$ cat src/rtl/wrr_output_scheduler.sv
// Weighted round-robin scheduler for one output port of the 4-port switch.
// Grants are held for a whole packet (until done), with per-requester burst
// quotas taken from a runtime-loadable weight table and a starvation watchdog
// that overrides the weighted order.
//
// state      | meaning
// -----------+-----------------------------------------------------------
// ST_IDLE    | no grant outstanding; a winner is chosen when any req is set
// ST_GRANT   | one requester owns the output until it signals done
// ST_RELEASE | single bubble cycle after done before the next arbitration
module wrr_output_scheduler #(
    parameter int NUM_REQ        = 4,
    parameter int WEIGHT_W       = 3,
    parameter int DEFAULT_WEIGHT = 1,
    parameter int STARVE_LIMIT   = 64
) (
    input  logic                         clk,
    input  logic                         rst_n,
    input  logic [NUM_REQ-1:0]           req,
    input  logic                         done,
    input  logic                         cfg_load,
    input  logic [NUM_REQ*WEIGHT_W-1:0]  weight_cfg,
    output logic [NUM_REQ-1:0]           grant,
    output logic                         grant_valid,
    output logic [NUM_REQ-1:0]           starve_flag,
    output logic                         busy
);

    localparam int PTR_W = (NUM_REQ > 1) ? $clog2(NUM_REQ) : 1;
    localparam int CNT_W = $clog2(STARVE_LIMIT + 1);

    typedef enum logic [1:0] {
        ST_IDLE    = 2'd0,
        ST_GRANT   = 2'd1,
        ST_RELEASE = 2'd2
    } state_t;

    state_t                              state_q, state_d;
    logic [NUM_REQ-1:0]                  grant_q, grant_d;
    logic                                grant_valid_q, grant_valid_d;
    logic                                busy_q, busy_d;
    logic [PTR_W-1:0]                    rr_ptr_q, rr_ptr_d;
    logic [WEIGHT_W-1:0]                 quota_q, quota_d;
    logic [NUM_REQ-1:0][WEIGHT_W-1:0]    weight_q, weight_d;
    logic [NUM_REQ-1:0][CNT_W-1:0]       starve_cnt_q, starve_cnt_d;
    logic [NUM_REQ-1:0]                  starve_flag_q, starve_flag_d;

    logic [NUM_REQ-1:0]                  starve_cand;
    logic [PTR_W-1:0]                    starve_idx;
    logic [PTR_W-1:0]                    rr_idx;
    logic                                rr_found;
    logic                                repeat_ok;
    logic [PTR_W-1:0]                    winner;
    logic                                is_repeat;
    logic [WEIGHT_W-1:0]                 win_weight;
    logic [WEIGHT_W-1:0]                 eff_weight;

    // Lowest-index requester that is both flagged starving and still requesting;
    // the req gate covers the cycle where the registered flag lags a dropped req.
    always_comb begin
        starve_cand = starve_flag_q & req;
        starve_idx  = '0;
        for (int i = NUM_REQ - 1; i >= 0; i--) begin
            if (starve_cand[i]) begin
                starve_idx = PTR_W'(i);
            end
        end
    end

    // First requesting port scanning circularly from the one after the last winner.
    always_comb begin
        rr_idx   = rr_ptr_q;
        rr_found = 1'b0;
        for (int k = 1; k <= NUM_REQ; k++) begin
            if (!rr_found && req[PTR_W'((int'(rr_ptr_q) + k) % NUM_REQ)]) begin
                rr_found = 1'b1;
                rr_idx   = PTR_W'((int'(rr_ptr_q) + k) % NUM_REQ);
            end
        end
    end

    // Winner priority: starving port, then last winner with quota left, then round-robin.
    always_comb begin
        repeat_ok = (quota_q != '0) && req[rr_ptr_q];
        if (|starve_cand) begin
            winner = starve_idx;
        end else if (repeat_ok) begin
            winner = rr_ptr_q;
        end else begin
            winner = rr_idx;
        end
        is_repeat  = (winner == rr_ptr_q) && (quota_q != '0);
        win_weight = weight_q[winner];
        eff_weight = (win_weight == '0) ? WEIGHT_W'(1) : win_weight;
    end

    // FSM next state, grant, quota and pointer; weight table loads in any state.
    always_comb begin
        state_d  = state_q;
        grant_d  = grant_q;
        rr_ptr_d = rr_ptr_q;
        quota_d  = quota_q;
        weight_d = cfg_load ? weight_cfg : weight_q;
        case (state_q)
            ST_IDLE: begin
                if (|req) begin
                    state_d  = ST_GRANT;
                    grant_d  = {{(NUM_REQ-1){1'b0}}, 1'b1} << winner;
                    rr_ptr_d = winner;
                    if (is_repeat) begin
                        quota_d = quota_q - WEIGHT_W'(1);
                    end else begin
                        quota_d = eff_weight - WEIGHT_W'(1);
                    end
                end
            end
            ST_GRANT: begin
                if (done) begin
                    state_d = ST_RELEASE;
                    grant_d = '0;
                end
            end
            ST_RELEASE: begin
                state_d = ST_IDLE;
            end
            default: begin
                state_d = ST_IDLE;
                grant_d = '0;
            end
        endcase
        grant_valid_d = |grant_d;
        busy_d        = (state_d != ST_IDLE);
    end

    // Per-requester wait counters, saturating at the starvation limit.
    always_comb begin
        for (int i = 0; i < NUM_REQ; i++) begin
            if (!req[i] || grant_q[i]) begin
                starve_cnt_d[i] = '0;
            end else if (starve_cnt_q[i] != CNT_W'(STARVE_LIMIT)) begin
                starve_cnt_d[i] = starve_cnt_q[i] + CNT_W'(1);
            end else begin
                starve_cnt_d[i] = starve_cnt_q[i];
            end
            starve_flag_d[i] = (starve_cnt_q[i] == CNT_W'(STARVE_LIMIT));
        end
    end

    // All state registers with synchronous active-low reset.
    always_ff @(posedge clk) begin
        if (!rst_n) begin
            state_q       <= ST_IDLE;
            grant_q       <= '0;
            grant_valid_q <= 1'b0;
            busy_q        <= 1'b0;
            rr_ptr_q      <= PTR_W'(NUM_REQ - 1);
            quota_q       <= '0;
            weight_q      <= {NUM_REQ{WEIGHT_W'(DEFAULT_WEIGHT)}};
            starve_cnt_q  <= '0;
            starve_flag_q <= '0;
        end else begin
            state_q       <= state_d;
            grant_q       <= grant_d;
            grant_valid_q <= grant_valid_d;
            busy_q        <= busy_d;
            rr_ptr_q      <= rr_ptr_d;
            quota_q       <= quota_d;
            weight_q      <= weight_d;
            starve_cnt_q  <= starve_cnt_d;
            starve_flag_q <= starve_flag_d;
        end
    end

    assign grant       = grant_q;
    assign grant_valid = grant_valid_q;
    assign starve_flag = starve_flag_q;
    assign busy        = busy_q;

endmodule

$ cat config.mk
export PLATFORM = sky130hd
export DESIGN_NAME = wrr_output_scheduler
export DESIGN_NICKNAME = d
export VERILOG_FILES = /design/src/rtl/wrr_output_scheduler.sv
export SDC_FILE = /design/constraint.sdc
export NUM_CORES = 1
export LEC_CHECK = 0
export ABC_AREA = 1
export CORE_MARGIN = 5
export CORE_UTILIZATION = 55
export CTS_CLUSTER_SIZE = 30
export DETAILED_ROUTE_END_ITERATION = 6
export GPL_ROUTABILITY_DRIVEN = 1
export PLACE_DENSITY = 0.83
export SYNTH_ARGS = -nofsm -noshare
export SYNTH_HDL_FRONTEND = slang
export SYNTH_SLANG_ARGS = --single-unit
$ cat constraint.sdc
create_clock -name clk -period 3.2 [get_ports clk]
set_input_delay 0.8 -clock clk [delete_from_list [all_inputs] [get_ports clk]]
set_output_delay 0.8 -clock clk [all_outputs]
set_load 0.005 [all_outputs]
Word-level counts from Yosys, hierarchy flattened. Index checks and enable logic that the tools add are counted.

Flip-flop bits (word level): 57. Input port bits: 20. Logic and storage cells: 110.

Add/subtract/negate cells: 10. $lt $le $gt $ge: 6. Equality and inequality tests: 11. Shift-type cells: 1. Multiplexer cells: 37. Bitwise gates (word level): 2. Reduce and logical (&&, ||, !) cells: 28.

Operators by type and width (count): $add A7 B1 Y7 const B (4); $eq A7 B7 Y1 const B (4); $ne A7 B7 Y1 const B (4); $mux W2 (12); $lt A2 B4 Y1 const B (4); $mux W1 (12); $pmux W4 S3 (1); $reduce_or A4 Y1 (3); $bmux W1 S2 (5); $mux W3 (3); $mux W4 (2); $reduce_or A2 Y1 (4); $logic_not A1 Y1 (7); $bmux W3 S2 (1); $lt A2 B3 Y1 const B (2); $sub A3 B1 Y3 const B (2); $logic_and A1 B1 Y1 (5); $add A2 B1 Y2 const B (2); $add A2 B2 Y2 const B (2); $and A4 B4 Y4 (1); $logic_or A1 B1 Y1 (4); $pmux W2 S2 (1); $shl A1 B2 Y4 const A (1); $logic_not A3 Y1 (1); 8 further kinds (8).

Depth between registers and ports, before layout.
Word-level depth: 22. Gate-level depth with buffers: 29. Gate-level depth less buffers: 27.

Least setup slack after synthesis. No wires, ideal clock.

Kind: input-to-reg. From: in req[0]. To: reg quota_q[2]. Library setup time: 109 ps. Arrival time: 2491 ps. Data required time: 3091 ps. Path slack: 601 ps. Cell stages on the path: 26. Cells stage by stage: nand2_2 nand2_4 nand2_2 nand2_4 inv_2 nand3_2 nand2_1 nand2_1 nand2_1 nand2_2 nand2_4 nand2_4 buf_8 nand2_2 nand2_1 nand2_1 nand2_1 inv_2 nand2_1 nand2_1 nand2_1 ha_1 nand3_1 nand3_1 nand2_1 inv_1.

Longest elaborated chain between the ends: 21. Elaborated cells on any way between the ends: 43. Classes of those cells: add/sub: 1; eq/ne: 1; mux: 28; bitwise: 1; reduce/logical: 12.

RTL lines: start: declaration (line 19) `input logic [NUM_REQ-1:0] req,`; $bmux W1 S2 (line 75) `if (!rr_found && req[PTR_W'((int'(rr_ptr_q) + k) % NUM_REQ)]) begin`; $mux W1 (implied by the code) (2 in series) (line 75); $mux W1 (line 75); $logic_not A1 Y1 (line 75); $logic_and A1 B1 Y1 (line 75); $mux W1 (line 75); $logic_not A1 Y1 (line 75); $logic_and A1 B1 Y1 (line 75); (+4 left out); $mux W2 (line 87) `end else if (repeat_ok) begin`; $mux W2 (line 85) `if (|starve_cand) begin`; $bmux W3 S2 (line 93) `win_weight = weight_q[winner];`; $mux W3 (implied by the code) (line 93); $logic_not A3 Y1 (line 94) `eff_weight = (win_weight == '0) ? WEIGHT_W'(1) : win_weight;`; $mux W3 (line 94); $sub A3 B1 Y3 (line 113) `quota_d = eff_weight - WEIGHT_W'(1);`; $mux W3 (line 110) `if (is_repeat) begin`; end signal: assignment (line 167) `quota_q <= quota_d;`; end: declaration (line 43) `logic [WEIGHT_W-1:0] quota_q, quota_d;`.

Several ways; a longest one is shown, not always the timed one. The select of a mux whose other input is x is not followed. A chain may end at the register's enable or synchronous reset.

Final worst setup path.
From: in req[3]. To: reg quota_q[2].

The elaborated chain is that of the path after synthesis.

==> impl_metrics.py <==
metrics = {
    "sta": {
        "slew_headroom_pct": 63.87,
        "drv_slew": 0,
        "grt_setup_unrepaired": "no",
        "worst_slew_pin_slew_ns": 0.5414,
        "setup-tns-final_ns": 0,
        "skew_ns": 0.01268,
        "hold_violations": 0,
        "fmax_mhz": 337.3,
        "setup_viol": 0,
        "worst_slack_ns": 0.2356,
        "post-route-period-util_pct": 92.64,
        "min_period_ns": 2.964,
    },
    "worst_setup_path": {
        "cp_num_buf_inv": 4,
        "reg2reg_from": "rr_ptr_q[0]$_SDFFE_PN1P_",
        "crit_fanout": 8,
        "regToRegSetupSlack_ns": 0.34,
        "crit_family": "simple AND/OR/NAND/NOR gates",
        "cp.arrival_ns": 3.20,
        "worstSetupPathType": "input pin to flip-flop",
        "rr_endpoint": "quota_q[2]$_SDFFE_PN0P_",
        "r2r_cells": 24,
        "cp-end-kind": "flip-flop",
        "cp_slowest_stage_delay_ns": 0.47,
        "cpMostUsedCell": "nand2_1",
        "crit_chain": "clkdlybuf4s50_1, inv_2, nand2_2, nand3_1, nand2_2, nor2_2, nand3_1, nand2_1, nand2_1, nand2_2, nand2_4, nand2_4, nand2_1, nand2_1, nand3_2, nand2_1, inv_2, nand2_1, nand2_1, ha_1, nand3_1, nand3_1, nand2_1, inv_1",
        "cp_slowest_cell": "clkdlybuf4s50_1",
        "required_ns": 3.44,
        "setup.worst_path.start_class": "input pin",
    },
    "placed_design": {
        "dpl.cell_count": 553,
        "dp_worst_setup_slack_ns": -0.1614,
        "dp_hpwl_mm": 4.858,
        "place.gp.congestion": 0.9653,
        "io_buffer_count": 29,
    },
    "power": {
        "power_mw": 3.132,
        "power_frac_comb_pct": 50.2,
        "power_leakage_nw": 1.626,
        "p_per_area_nw_per_um2": 841.7,
        "power_frac_clock_pct": 21.5,
        "seqPwrFrac_pct": 28.4,
        "p_int_mw": 1.830,
        "p_sw_mw": 1.302,
        "switching_share_pct": 41.56,
        "vdd_drop_max_v": 0.0004760,
    },
    "cts": {
        "postCtsResizedCells": 0,
        "clock_latency_ns": 0.35,
        "tritoncts": "yes",
        "clk_path_buf_depth": 2,
        "clk_pin_slew_ns": 0.07,
        "cts_root_buffer": "clkbuf_8",
        "h-tree-depth": 3,
        "cts_made_buffers": 9,
        "clock-sinks": 57,
        "post_cts_buffers": 0,
        "holdBufCountCts": 0,
    },
    "finish": {
        "layout.nets": 521,
        "layout-drive-gt1-share_pct": 14.08,
        "final_common_cell": "nand2_1",
        "antenna_cells": 0,
        "layout_common_cells": "96 x nand2_1, 59 x nor2_1, 57 x dfxtp_1, 53 x inv_1, 32 x nand3_1",
        "syn_to_final_growth_pct": 22.69,
        "final_cells": 569,
        "post-route-util_pct": 68.42,
        "fillCellCount": 458,
    },
    "job": {
        "cap_violations": 0,
    },
    "yosys": {
        "synthTopCellsByArea": "dfxtp_1 38%, nand2_1 12%, nor2_1 7.3%",
        "synth_top_area_cell": "dfxtp_1",
        "syn-cell-area_um2": 3033,
        "synth-seq-cells": 57,
        "ys_types": 33,
        "synth_seq_area_share_pct": 37.62,
        "yosysWarnings": 0,
        "yosysTopAreaCellShare_pct": 37.62,
        "synth_area_per_cell_um2": 6.893,
        "syn_nets": 469,
        "syn_inst": 440,
    },
    "global_routing": {
        "grt_overflow": 0,
        "antenna_found_initial": 0,
        "grt_util_all_layers_pct": 20.03,
        "grt_pass1_vias": 2823,
        "grt_pass1_wl_mm": 11.82,
        "grt_max_degree": 20,
    },
    "route": {
        "num_vias": 2909,
        "drc": 0,
        "wl_mm": 6.505,
        "vias_per_cell": 5.112,
        "drt_iter0_markers": 190,
        "dr.pass1.iters": 4,
        "wl_per_cell_um": 11.43,
        "ant_nets": 0,
    },
    "worst_hold_path": {
        "hp-start": "weight_q[9]$_SDFFE_PN1P_",
        "worstHoldPathCells": 2,
        "worstHoldPathType": "flip-flop to flip-flop",
        "holdPathEnd": "weight_q[9]$_SDFFE_PN1P_",
    },
    "floorplanning": {
        "dieWidth_um": 84.26,
        "dieArea_um2": 7100,
        "start_util_pct": 55.76,
        "io_pins": 30,
        "core_um2": 5439,
        "chipHeight_um": 84.26,
        "fp-row-count": 27,
    },
    "status": {
        "run_status": "finished, final reports clean",
    },
}
[worst max path at each step]
stage / start / to / slack, ns / cells after the start
after detailed placement: req[0] / quota_q[2]$_SDFFE_PN0P_ / -0.16 / 24
after floorplan: req[0] / quota_q[2]$_SDFFE_PN0P_ / 0.60 / 26
after global routing: req[1] / quota_q[2]$_SDFFE_PN0P_ / 0.009 / 24
final: req[3] / quota_q[2]$_SDFFE_PN0P_ / 0.24 / 24
after CTS: req[0] / quota_q[2]$_SDFFE_PN0P_ / 0.19 / 24
after global placement: req[0] / quota_q[2]$_SDFFE_PN0P_ / -0.08 / 24
[final cells by class]
type / instances / area [um2] / area share [%]
clock inverter: 6 / 67.56 / 1.816
clock buffer: 10 / 127.6 / 3.430
inverter: 62 / 237.7 / 6.389
tap: 72 / 90.09 / 2.421
multi-input combinational: 314 / 1607 / 43.17
sequential: 57 / 1141 / 30.67
timing repair buffer: 48 / 450.4 / 12.10
[power by group through the flow]
stage | registers (mW) | clock network (mW) | logic, mW
6_report | 0.888 | 0.672 | 1.57
2_1_floorplan | 0.856 | 0 | 1.12
3_5_place_dp | 0.900 | 0 | 1.55
4_1_cts | 0.886 | 0.685 | 1.56
5_1_grt | 0.899 | 0.719 | 1.81
3_3_place_gp | 0.898 | 0 | 1.50
[per-layer routing]
metal	part of all wire (%)	track usage, %	vias to the layer above
met1	45	23.42	1339
met4	1.3	6.871	0
li1	-	-	1505
met5	0	0	-
met2	49	34.65	52
met3	4.4	6.183	13
[through the flow]
stage / hold slack, ns / cell area [um2]
floorplan: 0.4200 / 3033
global placement: 0.4540 / 3516
CTS: 0.4616 / 3711
finish: 0.4618 / 3721
detailed placement: 0.4438 / 3516
global route: 0.4967 / 3721
[worst register-to-register path, delay by kind of cell, from the launching register on]
family	cells	cell delay [ns]
buf+inv	3	0.26
flops	1	0.64
simple gates	20	1.65
fa+ha+maj	1	0.20
[registers in the layout, indices dropped and copies added (netlist names)]
name	cells
starve_cnt_q	28
quota_q	3
grant_valid	1
starve_flag	4
grant	4
state_q	2
weight_q	12
rr_ptr_q	2
busy	1
[synthesized netlist by cell type]
cell      count
a22oi_1       1
and2_1        1
xor2_1        9
xnor2_1       5
o21ai_0      22
nor4_1        1
o21ai_1       6
nor3b_1       2
nor2_1       59
nand3_1      32
buf_6         2
inv_1        55
nand4_1       6
o21ai_2       1
nand2_2      19
nand3b_1      2
nand2_1      96
a21oi_1      20
o31ai_1       2
nand3_2       3
a32oi_1       1
dfxtp_1      57
clkbuf_1      4
inv_6         1
or3_1         2
clkinv_1      1
buf_8         1
nor3_1        9
nand2_4       4
nor2_2        1
ha_1          9
a31oi_1       1
inv_2         5
[logic make-up (layout without fill, tap and decap cells)]
kind of cell / Yosys count / in the layout / synth area share, %
buffers and inverters: 69 / 126 / 9.571
AOI/OAI and AO/OA: 54 / 54 / 9.448
DFF: 57 / 57 / 37.62
xor gates and xnor gates: 14 / 14 / 4.043
and+or+nand+nor: 237 / 237 / 35.60
adders and majority gates: 9 / 9 / 3.713
Power figures use the tool's default switching activity.
